**src/rtl/word_scroller.sv**
```systemverilog
// word_scroller: scan-clock divider plus 5-letter word buffer for a 4-digit
// seven-segment display. Words arrive through a valid/ready handshake, are
// committed only on a scan-frame boundary, and are shown through a 4-digit
// window over an 8-slot ring that can scroll.
module word_scroller #(
    parameter int SEG_DIV_BITS = 18,
    parameter int SCROLL_DIV   = 50_000_000
) (
    input  logic        clk,
    input  logic        clr_n,
    input  logic        load_valid,
    output logic        load_ready,
    input  logic [24:0] word_in,
    input  logic        scroll_en,
    output logic        segclk,
    output logic [27:0] digits
);

    localparam int CNT_W = SEG_DIV_BITS + 2;
    localparam int SC_W  = (SCROLL_DIV > 2) ? $clog2(SCROLL_DIV) : 1;
    localparam logic [SC_W-1:0] SC_LAST = SC_W'(SCROLL_DIV - 1);

    typedef enum logic {
        ST_EMPTY   = 1'b0,
        ST_PENDING = 1'b1
    } load_state_t;

    // Active-low {g,f,e,d,c,b,a} font; unused codes render blank.
    function automatic logic [6:0] font(input logic [4:0] code);
        logic [6:0] pat;
        case (code)
            5'd1:    pat = 7'b0001000; // A
            5'd2:    pat = 7'b0000011; // b
            5'd3:    pat = 7'b1000110; // C
            5'd4:    pat = 7'b0100001; // d
            5'd5:    pat = 7'b0000110; // E
            5'd6:    pat = 7'b0001110; // F
            5'd7:    pat = 7'b1000010; // G
            5'd8:    pat = 7'b0001001; // H
            5'd9:    pat = 7'b1111001; // I
            5'd10:   pat = 7'b1100001; // J
            5'd11:   pat = 7'b0001010; // K
            5'd12:   pat = 7'b1000111; // L
            5'd13:   pat = 7'b1101010; // M
            5'd14:   pat = 7'b1001000; // N
            5'd15:   pat = 7'b1000000; // O
            5'd16:   pat = 7'b0001100; // P
            5'd17:   pat = 7'b0011000; // q
            5'd18:   pat = 7'b1001100; // R
            5'd19:   pat = 7'b0010010; // S
            5'd20:   pat = 7'b0000111; // t
            5'd21:   pat = 7'b1000001; // U
            5'd22:   pat = 7'b1100011; // V
            5'd23:   pat = 7'b1010101; // W
            5'd24:   pat = 7'b0110110; // X
            5'd25:   pat = 7'b0010001; // Y
            5'd26:   pat = 7'b0100100; // Z
            default: pat = 7'b1111111; // blank (0 and 27..31)
        endcase
        return pat;
    endfunction

    logic [CNT_W-1:0] cnt_r;
    logic             segclk_r;
    load_state_t      state_r;
    load_state_t      state_next_s;
    logic             ready_r;
    logic [24:0]      pend_r;
    logic [24:0]      active_r;
    logic [2:0]       pos_r;
    logic [SC_W-1:0]  sc_r;
    logic [27:0]      digits_r;
    logic [27:0]      digits_next_s;
    logic [4:0]       ring_s [8];
    logic [2:0]       idx_s;
    logic             frame_end_s;
    logic             commit_s;
    logic             take_s;
    logic             sc_tc_s;

    // Event decode: frame boundary, commit, handshake transfer, scroll terminal count.
    always_comb begin
        frame_end_s = &cnt_r;
        commit_s    = frame_end_s && (state_r == ST_PENDING);
        take_s      = load_valid && (state_r == ST_EMPTY);
        sc_tc_s     = scroll_en && (sc_r == SC_LAST);
    end

    // Free-running frame counter and registered scan clock.
    always_ff @(posedge clk or negedge clr_n) begin
        if (!clr_n) begin
            cnt_r    <= {CNT_W{1'b0}};
            segclk_r <= 1'b0;
        end else begin
            cnt_r    <= cnt_r + CNT_W'(1);
            segclk_r <= cnt_r[SEG_DIV_BITS-1];
        end
    end

    // Load handshake next state: a word waits in PENDING until a frame boundary.
    always_comb begin
        state_next_s = state_r;
        case (state_r)
            ST_EMPTY: begin
                if (take_s) begin
                    state_next_s = ST_PENDING;
                end else begin
                    state_next_s = ST_EMPTY;
                end
            end
            ST_PENDING: begin
                if (commit_s) begin
                    state_next_s = ST_EMPTY;
                end else begin
                    state_next_s = ST_PENDING;
                end
            end
            default: state_next_s = ST_EMPTY;
        endcase
    end

    // Handshake state register with registered ready flag.
    always_ff @(posedge clk or negedge clr_n) begin
        if (!clr_n) begin
            state_r <= ST_EMPTY;
            ready_r <= 1'b1;
        end else begin
            state_r <= state_next_s;
            ready_r <= (state_next_s == ST_EMPTY);
        end
    end

    // Pending word capture on a handshake transfer.
    always_ff @(posedge clk or negedge clr_n) begin
        if (!clr_n) begin
            pend_r <= 25'd0;
        end else if (take_s) begin
            pend_r <= word_in;
        end else begin
            pend_r <= pend_r;
        end
    end

    // Active word, window position and scroll counter; a commit overrides a scroll step.
    always_ff @(posedge clk or negedge clr_n) begin
        if (!clr_n) begin
            active_r <= 25'd0;
            pos_r    <= 3'd0;
            sc_r     <= {SC_W{1'b0}};
        end else if (commit_s) begin
            active_r <= pend_r;
            pos_r    <= 3'd0;
            sc_r     <= {SC_W{1'b0}};
        end else if (scroll_en) begin
            if (sc_tc_s) begin
                pos_r <= pos_r + 3'd1;
                sc_r  <= {SC_W{1'b0}};
            end else begin
                sc_r  <= sc_r + SC_W'(1);
            end
        end else begin
            sc_r <= sc_r;
        end
    end

    // Ring layout: five letters followed by three blank slots.
    always_comb begin
        for (int i = 0; i < 5; i++) begin
            ring_s[i] = active_r[5*i +: 5];
        end
        for (int i = 5; i < 8; i++) begin
            ring_s[i] = 5'd0;
        end
    end

    // Window decode: slot pos+k (mod 8) drives digit k, leftmost in the top bits.
    always_comb begin
        digits_next_s = {28{1'b1}};
        idx_s         = pos_r;
        for (int k = 0; k < 4; k++) begin
            idx_s = pos_r + 3'(k);
            digits_next_s[27-7*k -: 7] = font(ring_s[idx_s]);
        end
    end

    // Registered digit patterns.
    always_ff @(posedge clk or negedge clr_n) begin
        if (!clr_n) begin
            digits_r <= {28{1'b1}};
        end else begin
            digits_r <= digits_next_s;
        end
    end

    assign load_ready = ready_r;
    assign segclk     = segclk_r;
    assign digits     = digits_r;

endmodule

```
**config.mk**
```make
export PLATFORM = sky130hd
export DESIGN_NAME = word_scroller
export DESIGN_NICKNAME = d
export VERILOG_FILES = /design/src/rtl/word_scroller.sv
export SDC_FILE = /design/constraint.sdc
export NUM_CORES = 1
export LEC_CHECK = 0
export ABC_AREA = 0
export ABC_CLOCK_PERIOD_IN_PS = 3800
export BUFFER_PORTS_ARGS = -buffer_cell sky130_fd_sc_hd__buf_4
export CAP_MARGIN = 25
export CORE_UTILIZATION = 61
export DETAILED_ROUTE_END_ITERATION = 16
export GPL_ROUTABILITY_DRIVEN = 0
export GPL_TIMING_DRIVEN = 0
export HOLD_SLACK_MARGIN = 0.06
export PLACE_DENSITY = 0.93
export SYNTH_ARGS = -nofsm -noshare
export SYNTH_HDL_FRONTEND = slang
export SYNTH_SLANG_ARGS = --single-unit
```
**constraint.sdc**
```tcl
create_clock -name clk -period 3.8 [get_ports clk]
set_clock_uncertainty 0.1 [all_clocks]
set_input_delay 0.19 -clock clk [delete_from_list [all_inputs] [get_ports clk]]
set_output_delay 0.19 -clock clk [all_outputs]
set_load 0.05 [all_outputs]
```
Word-level counts from Yosys, hierarchy flattened
Memory sizes are Yosys's and may differ from the RTL's. A register that Yosys moved wholly into a read port is not among the register bits.
Cells that the tools add are included.
{"block": "op_classes", "addsub": 5, "muxes": 21, "n_bitwise": 6, "eq_ne": 1, "reduce_logical": 11, "n_lt_le_gt_ge": 4}
{"cell": "26-bit two-way mux", "count": 3}
{"cell": "5-bit binary-select mux with 3-bit select", "count": 4}
{"cell": "5-bit two-way mux", "count": 8}
{"cell": "26-bit by 1-bit adder with 26-bit output (second input constant)", "count": 1}
{"cell": "26-bit equality test (second input constant)", "count": 1}
{"cell": "20-bit by 1-bit adder with 20-bit output (second input constant)", "count": 1}
{"cell": "20-bit AND reduction", "count": 1}
{"cell": "4-bit greater-or-equal comparator (second input constant)", "count": 4}
{"cell": "3-bit NOT with 4-bit output", "count": 4}
{"cell": "3-bit two-way mux", "count": 3}
{"cell": "3-bit by 2-bit adder with 3-bit output (second input constant)", "count": 2}
{"cell": "1-bit logical NOT", "count": 4}
{"cell": "2-bit nonzero test", "count": 2}
{"cell": "3-bit by 1-bit adder with 3-bit output (second input constant)", "count": 1}
{"cell": "1-bit logical AND", "count": 3}
{"cell": "1-bit two-way mux", "count": 2}
{"cell": "1-bit NOT", "count": 2}
{"cell": "1-bit case mux with 2 select lines", "count": 1}
{"cell": "2-bit AND reduction", "count": 1}
{"block": "word_totals", "in_bits": 29, "n_memories": 4, "romBits": 896, "out_inout_bits": 30, "register_bits": 102, "elab_cells": 60}
{"memory": "(no name shown)", "words": 32, "width": 7, "rd": 1, "rd_ports_with_merged_regs": 1, "wr": 0, "line_no": "31", "text": "case (code)"}
{"memory": "(no name shown)", "words": 32, "width": 7, "rd": 1, "rd_ports_with_merged_regs": 1, "wr": 0, "line_no": "31"}
{"memory": "(no name shown)", "words": 32, "width": 7, "rd": 1, "rd_ports_with_merged_regs": 1, "wr": 0, "line_no": "31"}
{"memory": "(no name shown)", "words": 32, "width": 7, "rd": 1, "rd_ports_with_merged_regs": 1, "wr": 0, "line_no": "31"}

Logic depth before layout (Yosys ltp)
{"block": "logic_depth", "depth_word": 5, "depth_mapped": 14, "mapped_depth_nobuf": 12}

Least setup slack after synthesis
Ideal clock, no wire load.
{"block": "synth_path", "kind": "reg2reg", "startpoint": "register pos_r[0]", "endpoint": "register digits_r[20] (netlist: digits[20])", "path_slack_ns": 0.677, "setup_time_ns": 0.087, "t_arrival_ns": 2.936, "path_stages_with_launch": 12, "required_ns": 3.613, "path_buffers": 3, "synth_period_minus_slack_ns": 3.123, "path_cell_list": "dfrtp_1 > buf_4 > inv_1 > ha_1 > clkbuf_1 > clkbuf_1 > o31ai_1 > inv_1 > ha_1 > or4_1 > o311ai_1 > a21oi_1"}
{"block": "synth_between", "elab_chain_len": 5}
{"item": "start: declaration", "line_no": "70", "text": "logic [2:0] pos_r;"}
{"item": "start signal: assignment", "line_no": "156", "text": "pos_r <= pos_r + 3'd1;"}
{"item": "3-bit by 1-bit adder with 3-bit output", "line_no": "181", "text": "idx_s = pos_r + 3'(k);"}
{"item": "3-bit NOT with 4-bit output (implied by the code)", "line_no": "182", "text": "digits_next_s[27-7*k -: 7] = font(ring_s[idx_s]);"}
{"item": "5-bit binary-select mux with 3-bit select", "line_no": "182"}
{"item": "5-bit two-way mux (implied by the code) (2 in series)", "line_no": "182"}
{"item": "end: declaration", "line_no": "72", "text": "logic [27:0] digits_r;"}
No other way between the ends. The select of a mux whose other input is x is not followed.
A chain may end at the register's enable or synchronous reset.

Final worst setup path
{"block": "layout_path", "startpoint": "register pos_r[1]", "endpoint": "register digits_r[1] (netlist: digits[1])"}
{"block": "layout_between", "elab_chain_len": 5}
{"item": "3-bit by 2-bit adder with 3-bit output", "line_no": "181"}
{"item": "3-bit NOT with 4-bit output (implied by the code)", "line_no": "182"}
{"item": "5-bit binary-select mux with 3-bit select", "line_no": "182"}
{"item": "5-bit two-way mux (implied by the code) (2 in series)", "line_no": "182"}
No other way between the ends. The select of a mux whose other input is x is not followed.

==> impl_metrics.env <==
export IMPL_report_power_total_mw=3.533
export IMPL_status="complete, no violations"
export IMPL_cp_slowest_cell="buf_1"
export IMPL_vdd_drop_max_mv=0.4203
export IMPL_die_y_um=116.4
export IMPL_holdWs_ns=0.1504
export IMPL_initial_utilization_pct=62.99
export IMPL_placed_cells=1061
export IMPL_synth_async_reset_ratio_pct=100.0
export IMPL_critPathKind="reg2reg"
export IMPL_drtIter0Drc=903
export IMPL_cp_startpoint="pos_r[1]$_DFFE_PN0P_"
export IMPL_cp_common_cell="inv_1"
export IMPL_worst_pin_slew_ns=1.059
export IMPL_drive_above_1_share_pct=20.57
export IMPL_syn_inst=831
export IMPL_io_pins=59
export IMPL_insertion_delay_ns=0.43
export IMPL_cts_root_buffer="clkbuf_16"
export IMPL_relSlewSlack_pct=28.73
export IMPL_grt_pass1_wl_um=32620
export IMPL_clk_path_buf_depth=2
export IMPL_ant_nets=0
export IMPL_nets=1001
export IMPL_seqPwrFrac_pct=43.1
export IMPL_leakage_nw=4.298
export IMPL_synth_area_mm2=0.007981
export IMPL_max_stage_delay_ns=0.46
export IMPL_setup_worst_path_start_class="flop"
export IMPL_synth_edf_count=0
export IMPL_p_switching_mw=0.7963
export IMPL_design_area_mm2=0.009579
export IMPL_ys_seq_area_share_pct=41.21
export IMPL_min_period_ns=3.659
export IMPL_die_area_mm2=0.01355
export IMPL_ys_types=87
export IMPL_hold_violations=0
export IMPL_drcViolationCount=0
export IMPL_clockPowerShare_pct=50.9
export IMPL_instances_no_fill=1120
export IMPL_antenna_found_initial=0
export IMPL_syn_avg_cell_area_um2=9.605
export IMPL_hold_path_class="in2reg"
export IMPL_setup_tns_ns=0
export IMPL_ys_flop_type="dfrtp_1"
export IMPL_setup_violations=0
export IMPL_hpwl_um=12700
export IMPL_grt_usage_pct=31.39
export IMPL_pwr_share_comb_pct=6.0
export IMPL_synth_nets=897
export IMPL_final_max_slew_violation_count=0
export IMPL_ys_ff_latch=130
export IMPL_reg2reg_from="pos_r[1]$_DFFE_PN0P_"
export IMPL_grt_max_degree=76
export IMPL_swShare_pct=22.54
export IMPL_vias=6926
export IMPL_crit_chain="buf_6 -> inv_1 -> ha_1 -> clkbuf_1 -> buf_1 -> o21ai_0 -> o22ai_2 -> inv_1 -> ha_1 -> inv_1 -> mux2i_1 -> a222oi_1 -> o22ai_1"
export IMPL_die_x_um=116.4
export IMPL_worst_ep_required_time_ns=4.02
export IMPL_cts_clk_slew_worst_paths_ns=0.06
export IMPL_drt_wirelength_per_cell_um=17.73
export IMPL_worst_path_max_fanout=10
export IMPL_htreeDepth=4
export IMPL_finalCritPeriodShare_pct=96.29
export IMPL_power_density_mw_per_mm2=368.8
export IMPL_synth_warnings=0
export IMPL_place_area_mm2=0.008656
export IMPL_grt_pass1_vias=6719
export IMPL_maxCapViolCount=0
export IMPL_numCtsBuffers=17
export IMPL_end_kind="flop"
export IMPL_fill_cells=802
export IMPL_num_rows=41
export IMPL_core_mm2=0.01267
export IMPL_grt_overflow=0
export IMPL_clock_sinks=130
export IMPL_viasPerCell=6.184
export IMPL_area_delta_synth_final_pct=20.02
export IMPL_post_cts_setup_buffers=0
export IMPL_rsz0062_at_grt="yes"
export IMPL_cts_tree="yes"
export IMPL_drt_pass1_iterations=5
export IMPL_portBuffers=57
export IMPL_diodes=0
export IMPL_drt_total_wl_um=19860
export IMPL_p_int_mw=2.737
export IMPL_max_freq_ghz=0.2733
export IMPL_worstPathArrival_ns=3.88
export IMPL_min_from="scroll_en"
==> placed cells by master, fill, tap and decap left out, types with 6 or more instances in the layout <==
| cell type | synthesis | final |
|---|---|---|
| dlygate4sd3_1 | 0 | 27 |
| nor2_1 | 64 | 64 |
| mux2_2 | 31 | 31 |
| buf_4 | 12 | 68 |
| a21oi_1 | 33 | 33 |
| nor4_1 | 9 | 9 |
| xor2_1 | 11 | 11 |
| or3_1 | 6 | 6 |
| inv_1 | 25 | 25 |
| and3_1 | 6 | 6 |
| a22oi_1 | 7 | 7 |
| nor3_1 | 22 | 22 |
| nand2_1 | 129 | 129 |
| nand2b_1 | 6 | 6 |
| a31oi_1 | 7 | 7 |
| clkbuf_1 | 21 | 24 |
| o21ai_0 | 31 | 31 |
| dfrtp_1 | 101 | 101 |
| ha_1 | 37 | 37 |
| xnor2_1 | 34 | 34 |
| clkbuf_16 | 0 | 17 |
| nand3_1 | 20 | 20 |
| a211oi_1 | 6 | 6 |
| dfstp_2 | 29 | 29 |
| mux2i_1 | 38 | 38 |
| buf_2 | 6 | 6 |
| nand4_1 | 12 | 12 |
| and4_1 | 6 | 6 |
==> per-stage QoR <==
step / setup slack [ns] / utilization, %
final: 0.1411 / 75.60
after global routing: -0.07994 / 75.60
after CTS: 0.1041 / 75.54
after detailed placement: -0.004369 / 68.31
after global placement: 0.2106 / 68.07
after floorplan: 0.6767 / -
==> layout make-up <==
| class | count | area (um^2) | area share [%] |
|---|---|---|---|
| clock inverters | 10 | 182.7 | 1.907 |
| well taps | 172 | 215.2 | 2.247 |
| inverters | 25 | 93.84 | 0.9796 |
| clock buffers | 22 | 454.2 | 4.741 |
| repair buffers | 85 | 729.5 | 7.615 |
| flip-flops and latches | 130 | 3289 | 34.34 |
| multi-input cells | 632 | 4373 | 45.65 |
| plain buffers | 44 | 241.5 | 2.521 |
==> repair_timing <==
item / in CTS / in global routing
hold endpoints to repair: 82 / 0
hold buffers: 27 / 0
gates cloned: 0 / 0
setup endpoints to repair: 1 / 6
pin swaps: 0 / 0
resized for setup: 2 / 3
==> cell usage after synthesis, drive strengths merged (3+ instances only) <==
cell type	instances	area share [%]
and3	6	0.47
a21o	5	0.47
nor3	23	1.5
a2bb2oi	3	0.33
o221ai	5	0.77
o31ai	3	0.28
a31oi	8	0.71
nand3	20	1.3
nor4	9	0.71
clkbuf	21	0.99
o211ai	3	0.28
a21oi	34	2.2
nand2	129	6.1
inv	25	1.2
dfrtp	101	32
or2	3	0.24
nand4	13	1.1
ha	37	5.8
nor2b	5	0.39
xnor2	34	3.7
a22oi	7	0.66
and2	6	0.50
o21ai	36	2.3
nand2b	6	0.47
or3	6	0.47
xor2	13	1.8
a21boi	3	0.28
o22a	5	0.55
o21a	3	0.28
mux2i	38	4.8
and4	6	0.66
dfstp	29	9.5
or4	3	0.28
a311oi	4	0.44
o22ai	8	0.78
nor2	64	3.0
o311ai	4	0.44
nor3b	3	0.28
buf	23	2.0
mux2	36	5.2
a211oi	7	0.72
o221a	3	0.53
==> per-layer routing <==
| metal | share of wire [%] | GRT usage, % | vias to the layer above |
|---|---|---|---|
| li1 | - | - | 3167 |
| met1 | 40 | 39.01 | 3315 |
| met2 | 49 | 51.56 | 363 |
| met3 | 7.2 | 7.317 | 81 |
| met4 | 3.7 | 15.56 | 0 |
| met5 | 0 | 0 | - |
==> final timing paths <==
path / end / slack, ns / depth (start not counted)
worst min register to register: segclk$_DFF_PN0_ / 0.34 / 0
min in group asynchronous: pend_r[15]$_DFFE_PN0P_ / 0.20 / 2
max in group asynchronous: digits[6]$_DFF_PN1_ / 2.65 / 3
worst max register to register: digits[1]$_DFF_PN1_ / 0.14 / 13
worst min-delay path: sc_r[1]$_DFFE_PN0P_ / 0.15 / 3
worst max-delay path: digits[1]$_DFF_PN1_ / 0.14 / 13
==> state kept, by name, summed over array words and instances, names as in the netlist <==
name / cells
active_r: 25
cnt_r: 20
digits: 28
load_ready: 1
pend_r: 25
pos_r: 3
sc_r: 26
segclk: 1
state_r: 1
==> worst max-delay path, delay by kind of cell, from the launching register on <==
kind | cells | cell delay, ns
AO/OA/AOI/OAI | 4 | 1.07
buffers and inverters | 6 | 1.37
flip-flops | 1 | 0.38
adder cells (fa/ha/maj) | 2 | 0.55
multiplexers | 1 | 0.07
==> power by group through the flow <==
| stage | clock network [mW] | registers, mW | logic [mW] |
|---|---|---|---|
| floorplan | 0 | 1.52 | 0.106 |
| global placement | 0 | 1.53 | 0.171 |
| detailed placement | 0 | 1.54 | 0.185 |
| CTS | 1.80 | 1.52 | 0.210 |
| global route | 1.87 | 1.53 | 0.234 |
| finish | 1.80 | 1.52 | 0.211 |
==> kinds of logic after synthesis <==
family          Yosys count  share of synthesized area [%]
simple gates            311                          18.47
buf+inv                  69                          4.186
mux                      76                          10.55
fa+ha+maj                37                          5.800
flops                   130                          41.21
xor+xnor                 47                          5.487
compound gates          161                          14.30
(Power assumes the default switching activity.)
